===== config.mk =====
export PLATFORM = sky130hd
export DESIGN_NAME = mat4x4_block_seq
export DESIGN_NICKNAME = d
export VERILOG_FILES = /design/src/rtl/mat4x4_block_seq.sv
export SDC_FILE = /design/constraint.sdc
export NUM_CORES = 2
export LEC_CHECK = 0
export CAP_MARGIN = 20
export CORE_MARGIN = 2
export CORE_UTILIZATION = 55
export DETAILED_ROUTE_END_ITERATION = 7
export HOLD_SLACK_MARGIN = 0.12
export PLACE_DENSITY = 0.79
export SETUP_SLACK_MARGIN = 0.15
export SLEW_MARGIN = 40
export SYNTH_ARGS = -nofsm -noshare
export SYNTH_HDL_FRONTEND = slang
export SYNTH_SLANG_ARGS = --single-unit

===== constraint.sdc =====
create_clock -name clk -period 4.2 [get_ports clk]
set_clock_uncertainty 0.05 [all_clocks]
set_input_delay 0.84 -clock clk [delete_from_list [all_inputs] [get_ports clk]]
set_output_delay 0.84 -clock clk [all_outputs]
set_load 0.05 [all_outputs]

===== src/rtl/mat4x4_block_seq.sv =====
// Loads two 4x4 Q-format matrices, issues 8 2x2 block products to an external multiplier, accumulates and streams C row-major.
// Latency: out_valid 10 cycles after the last input beat; backpressure: in_ready low while busy, no output backpressure.
// Optional: MAT_ACC_SAT_EN makes the k=1 block accumulation saturate instead of wrap.
module mat4x4_block_seq #(
    parameter int BIT_NUM  = 18,
    parameter int FRAC_NUM = 9
) (
    input  logic                   clk,
    input  logic                   srst_n,
    input  logic                   in_valid,
    input  logic [BIT_NUM-1:0]     in_data,
    output logic                   in_ready,
    output logic [4*BIT_NUM-1:0]   mul_a,
    output logic [4*BIT_NUM-1:0]   mul_b,
    input  logic [4*BIT_NUM-1:0]   mul_c,
    output logic                   busy,
    output logic                   out_valid,
    output logic [BIT_NUM-1:0]     out_data,
    output logic                   out_last
);

    if (FRAC_NUM < 0 || FRAC_NUM >= BIT_NUM) begin : g_bad_frac
        $error("FRAC_NUM must lie in [0, BIT_NUM)");
    end

    typedef enum logic [2:0] {S_IDLE, S_LOAD, S_ISSUE, S_WAIT, S_OUT} state_t;

    state_t             state_q, state_d;
    logic [4:0]         ld_cnt;
    logic [2:0]         iss_cnt;
    logic [3:0]         out_cnt;
    logic               cap_vld;
    logic [2:0]         cap_n;
    logic [BIT_NUM-1:0] a_mem [16];
    logic [BIT_NUM-1:0] b_mem [16];
    logic [BIT_NUM-1:0] acc   [16];
    logic               accept;

    assign accept = in_valid & in_ready;

    // Row-major index of slot s (s = {rr,cc}) inside block (r,c): {r, rr, c, cc}.
    function automatic logic [3:0] bidx(input logic r, input logic [1:0] s, input logic c);
        return {r, s[1], c, s[0]};
    endfunction

    function automatic logic [BIT_NUM-1:0] acc_add(input logic [BIT_NUM-1:0] x,
                                                   input logic [BIT_NUM-1:0] y);
        logic [BIT_NUM-1:0] sum;
        sum = x + y;
`ifdef MAT_ACC_SAT_EN
        if (x[BIT_NUM-1] == y[BIT_NUM-1] && sum[BIT_NUM-1] != x[BIT_NUM-1])
            sum = x[BIT_NUM-1] ? {1'b1, {(BIT_NUM-1){1'b0}}} : {1'b0, {(BIT_NUM-1){1'b1}}};
`endif
        return sum;
    endfunction

    always_comb begin
        state_d  = state_q;
        in_ready = 1'b0;
        busy     = 1'b0;
        mul_a    = '0;
        mul_b    = '0;
        case (state_q)
            S_IDLE: begin
                in_ready = 1'b1;
                if (in_valid) state_d = S_LOAD;
            end
            S_LOAD: begin
                in_ready = 1'b1;
                if (in_valid && ld_cnt == 5'd31) state_d = S_ISSUE;
            end
            S_ISSUE: begin
                busy = 1'b1;
                // n = {i, j, k}: A block (i,k) times B block (k,j)
                for (int s = 0; s < 4; s++) begin
                    mul_a[s*BIT_NUM +: BIT_NUM] = a_mem[bidx(iss_cnt[2], 2'(s), iss_cnt[0])];
                    mul_b[s*BIT_NUM +: BIT_NUM] = b_mem[bidx(iss_cnt[0], 2'(s), iss_cnt[1])];
                end
                if (iss_cnt == 3'd7) state_d = S_WAIT;
            end
            S_WAIT: begin
                busy    = 1'b1;
                state_d = S_OUT;
            end
            S_OUT: begin
                busy = 1'b1;
                if (out_cnt == 4'd15) state_d = S_IDLE;
            end
            default: state_d = S_IDLE;
        endcase
    end

    always_ff @(posedge clk) begin
        if (!srst_n) state_q <= S_IDLE;
        else         state_q <= state_d;
    end

    always_ff @(posedge clk) begin
        if (!srst_n) begin
            ld_cnt    <= '0;
            iss_cnt   <= '0;
            out_cnt   <= '0;
            cap_vld   <= 1'b0;
            cap_n     <= '0;
            out_valid <= 1'b0;
            out_last  <= 1'b0;
            out_data  <= '0;
            for (int e = 0; e < 16; e++) begin
                a_mem[e] <= '0;
                b_mem[e] <= '0;
                acc[e]   <= '0;
            end
        end else begin
            if (accept) begin
                if (ld_cnt[4]) b_mem[ld_cnt[3:0]] <= in_data;
                else           a_mem[ld_cnt[3:0]] <= in_data;
                ld_cnt <= ld_cnt + 5'd1;
            end

            iss_cnt <= (state_q == S_ISSUE) ? iss_cnt + 3'd1 : 3'd0;
            out_cnt <= (state_q == S_OUT) ? out_cnt + 4'd1 : 4'd0;

            // Product for issue n returns one cycle later on mul_c.
            cap_vld <= (state_q == S_ISSUE);
            cap_n   <= iss_cnt;
            if (cap_vld) begin
                for (int s = 0; s < 4; s++) begin
                    if (cap_n[0])
                        acc[bidx(cap_n[2], 2'(s), cap_n[1])] <=
                            acc_add(acc[bidx(cap_n[2], 2'(s), cap_n[1])], mul_c[s*BIT_NUM +: BIT_NUM]);
                    else
                        acc[bidx(cap_n[2], 2'(s), cap_n[1])] <= mul_c[s*BIT_NUM +: BIT_NUM];
                end
            end

            out_valid <= 1'b0;
            out_last  <= 1'b0;
            if (state_q == S_WAIT) begin
                out_valid <= 1'b1;
                out_data  <= acc[0];
            end else if (state_q == S_OUT && out_cnt != 4'd15) begin
                out_valid <= 1'b1;
                out_data  <= acc[out_cnt + 4'd1];
                out_last  <= (out_cnt == 4'd14);
            end
        end
    end

endmodule


Word level (Yosys, flattened, before mapping)
Memories as Yosys holds them, arrays and structs flattened. A register that Yosys moved wholly into a read port is not among the register bits.
Cells that the tools add are included.
Cells by class
  shift-type cells: 0
  magnitude comparators: 0
  $mul: 0
  reductions and logical operators: 16
  eq/ne operators: 13
  bitwise logic cells: 7
  divide/modulo/power cells: 0
  $add $sub $neg: 7
  muxes and demuxes: 64
Operators by type and width (count)
  18-bit two-way mux: 12
  72-bit two-way mux: 2
  18-bit OR reduction: 6
  18-bit adder: 4
  4-bit two-way mux: 18
  1-bit two-way mux: 27
  3-bit one-hot mux with 5 select lines: 1
  3-bit two-way mux: 4
  4-bit equality test (second input constant): 2
  2-bit != test (second input constant): 4
  3-bit by 2-bit equality test with 1-bit output (second input constant): 2
  3-bit equality test (second input constant): 2
  3-bit OR reduction: 2
  5-bit by 1-bit adder with 5-bit output (second input constant): 1
  5-bit equality test (second input constant): 1
  4-bit by 1-bit adder with 4-bit output (second input constant): 1
  4-bit != test (second input constant): 1
  1-bit OR: 4
  2-bit AND reduction: 2
  4-bit AND reduction: 1
  3-bit by 1-bit adder with 3-bit output (second input constant): 1
  3-bit by 1-bit equality test with 1-bit output (second input constant): 1
  3-bit logical NOT: 1
  1-bit logical AND: 2
  4 further kinds: 5
Word-level totals
  word-level logic and storage cells: 119
  RAM bits: 864
  memories kept: 3
  bits in registers: 39
  input port bits: 93
  bits in latches: 0
  memory bits (read-only): 0
Memories
  a_mem: depth 16, width 18, rd ports 4, clocked after memory_dff 4, wr ports 16, RTL line 34  | logic [BIT_NUM-1:0] a_mem [16];
  acc: depth 16, width 18, rd ports 6, clocked after memory_dff 4, wr ports 16, RTL line 36  | logic [BIT_NUM-1:0] acc [16];
  b_mem: depth 16, width 18, rd ports 4, clocked after memory_dff 4, wr ports 16, RTL line 35  | logic [BIT_NUM-1:0] b_mem [16];

Logic depth before layout (Yosys ltp)
  word-level depth: 9
  depth in mapped cells: 13
  gate-level depth less buffers: 10

Worst setup path before layout
OpenSTA, ideal clock, no wires.
  kind: register to register
  from: register cap_n[2]
  to: memory acc[0][8], data pin
  slack: 0.300 ns
  required time: 3.884 ns
  library setup time: 0.266 ns
  clock period less this slack: 3.900 ns
  arrival time: 3.584 ns
  cell stages (with the launch flop): 14
  path buffers: 3
  cells stage by stage: dfxtp_1 > buf_2 > clkbuf_1 > clkbuf_1 > mux4_2 > ha_1 > fa_1 > a21o_1 > a21oi_1 > o21ai_0 > o211a_1 > or4_1 > a22oi_1 > nor2_1
RTL lines
  start: declaration: RTL line 33  | logic [2:0] cap_n;
  start signal: assignment: RTL line 125  | cap_n <= iss_cnt;
  end: declaration: RTL line 36

==> run metrics <==
Cell Pwr Density=386 mW/mm^2; synthesized net count=3531; Die H=293 um; Fmax=254 MHz; crit-path cells=buf_16 -> mux4_2 -> and2_1 -> clkdlybuf4s50_1; CP Data Arrival Time=3.05 ns; Root Driver=clkbuf_16; vias in the first global route=29869; TritonCTS clock tree=built; Avg WL per Cell=26.5 um; P_leak=20.6 nW; Worst Path Required=3.31 ns; routed via count=30498; IO Pins=259; count leader, synth=edfxtp_1; Critical Path Start Type=flip-flop; gr usage total=28.8%; critical path depth=4; hold_ws=0.510 ns; Slew Viols, Final=0; Rel. slew slack=42.5%; grt peak-use layer=met2; final hold viol count=0; Sw Ratio=22.9%; RD Place Congestion=0.903; die width=293 um; grt met2 use=45.7%; Vias/cell=6.47; Syn Inst Count=3357; Worst Max-Slew Pin Slew=0.863 ns; drt first pass iters=7; max incr delay on CP=0.71 ns; clk sink count=903; area leader, netlist=edfxtp_1; unrepaired setup endpoints after global routing=no; H-tree depth=3; Pint=15.9 mW; worst slack at placement=0.265 ns; final period utilization=93.8%; Post-Layout Cell Count=4711; Post-Place Cells=4527; Hold Crit Depth=2; mean post-synth cell area=13.7 um^2; post-layout util=64.3%; global-route wire length before repair=186 mm; final WL=125 mm; Num CTS Buffers=93; initial antenna violation count=10; gr ovfl total=0; final setup vio count=0; Synth Warn #=0; Flop pwr share=49.8%; Post-synth ARST share=0%; top_reg_cell synth=edfxtp_1; status=complete, no violations; Design Area, Final=0.0536 mm^2; setup_tns=0 ns; Pwr Total=20.7 mW; Switching Power=4.72 mW; post-route setup slack=0.259 ns; HPWL after detailed placement=79.5 mm; R2R depth=10; placed instance area=0.0501 mm^2; Area growth, synth to finish=16.3%; Post-synth EDFFs=864; core region area=0.0833 mm^2; top cells by area, synth=edfxtp_1 (56%), mux4_2 (14%), and2_1 (6.1%); Synth Register Bits=903; DRC Markers=0; synth cell count leaders=edfxtp_1 (864), and2_1 (447), nor2_1 (323); Largest delay share family, worst path=buffers and inverters; layout cells sized above 1=17.5%; combinational share of power=7.0%; Iteration-0 DRC Markers=3716; Synth cell types=82; largest net degree at the start of global routing=77; CP Capture Type=output pin; MaxCap Viol Count=0; Starting Density=55.3%; clock buffer depth=3; CP Max Fanout=41; GR Util met3=6.69%; Die ar.=0.0861 mm^2; FILL cells=5739; share of the synthesized area in the top cell type=56.3%; kind of critical path=reg -> out; register area share after synthesis=58.0%; crit path time final=3.94 ns; met1 Use GR=39.8%; num rows=106; Worst Hold Class=in -> reg; remaining antenna violation count=0; Worst Path Buf+Inv=2; Clock power frac=43.2%; Port Buffers=258; Mapped Area=0.0461 mm^2; nets=3719; maximum vdd drop=0.319 mV; Clk Latency, worst-skew pair=0.67 ns; Max stage delay cell, worst path=clkdlybuf4s50_1; Reg clk slew, reported paths=0.06 ns
[cell type report]
class	instances	area (um^2)	area share [%]
sequential	903	26700	49.9
multi-input combinational	2136	18200	34.0
timing repair buffer	389	3840	7.17
clock buffer	108	2430	4.55
tap	1080	1350	2.52
clock inverter	68	901	1.68
inverter	22	82.6	0.154
antenna	5	12.5	0.0234
[metal layers]
metal / wire length [um] / vias to the layer above
li1: - / 13066
met1: 47200 / 15470
met2: 59500 / 1745
met3: 14400 / 209
met4: 3480 / 8
met5: 46 / -
[cell usage in the layout (no fill, tap or decap), types with 12 or more instances in the layout]
cell type / n
a21o_1: 29
a22o_1: 37
nand2b_1: 12
clkbuf_16: 94
ha_1: 73
mux4_2: 288
nor3_1: 12
bufinv_16: 17
xor2_1: 18
dfxtp_1: 33
and3_1: 297
inv_1: 22
a211oi_1: 47
buf_4: 108
and2_1: 447
clkinv_2: 19
a21oi_1: 94
xnor2_1: 31
nand3_1: 13
edfxtp_1: 864
nor2_1: 317
o21bai_1: 16
mux2i_1: 49
o21ai_0: 43
nor2b_1: 40
buf_12: 18
clkdlybuf4s50_1: 240
o21ai_1: 19
clkinv_1: 13
nand2_1: 103
[state kept, by name, indices dropped and copies added, names as in the netlist]
signal     count
a_mem        288
acc          288
b_mem        288
cap_n          3
cap_vld        1
iss_cnt        3
ld_cnt         5
out_cnt        4
out_data      18
out_last       1
out_valid      1
state_q        3
[cell families after synthesis]
group	synth area share, %
xor+xnor	0.986
fa+ha+maj	2.27
mux	15.2
simple gates	15.4
flops	58.0
buf+inv	2.76
compound gates	5.34
[power by group through the flow]
| stage | Clock (mW) | Sequential, mW | Combinational, mW |
|---|---|---|---|
| after global routing | 9.29 | 10.3 | 1.55 |
| after global placement | 0 | 10.4 | 1.39 |
| after floorplan | 0 | 10.4 | 0.905 |
| after detailed placement | 0 | 10.5 | 1.41 |
| final | 8.92 | 10.3 | 1.44 |
| after CTS | 8.96 | 10.3 | 1.43 |
[what timing repair did]
action                                  in CTS  in global routing
hold buffers                                 0                  0
endpoints found under the setup margin       5                 39
pin swaps                                    0                  0
buffers inserted                             0                  1
gates resized for setup                      5                 11
[worst paths after layout]
| check | from | endpoint | slack (ns) |
|---|---|---|---|
| worst max-delay path | iss_cnt[1] | mul_b[51] | 0.26 |
| worst min-delay path | srst_n | cap_vld | 0.51 |
| worst max register to register | cap_n[1] | acc[7][16] | 0.37 |
| worst min register to register | out_cnt[3] | out_last | 0.53 |
Power figures use the tool's default switching activity.
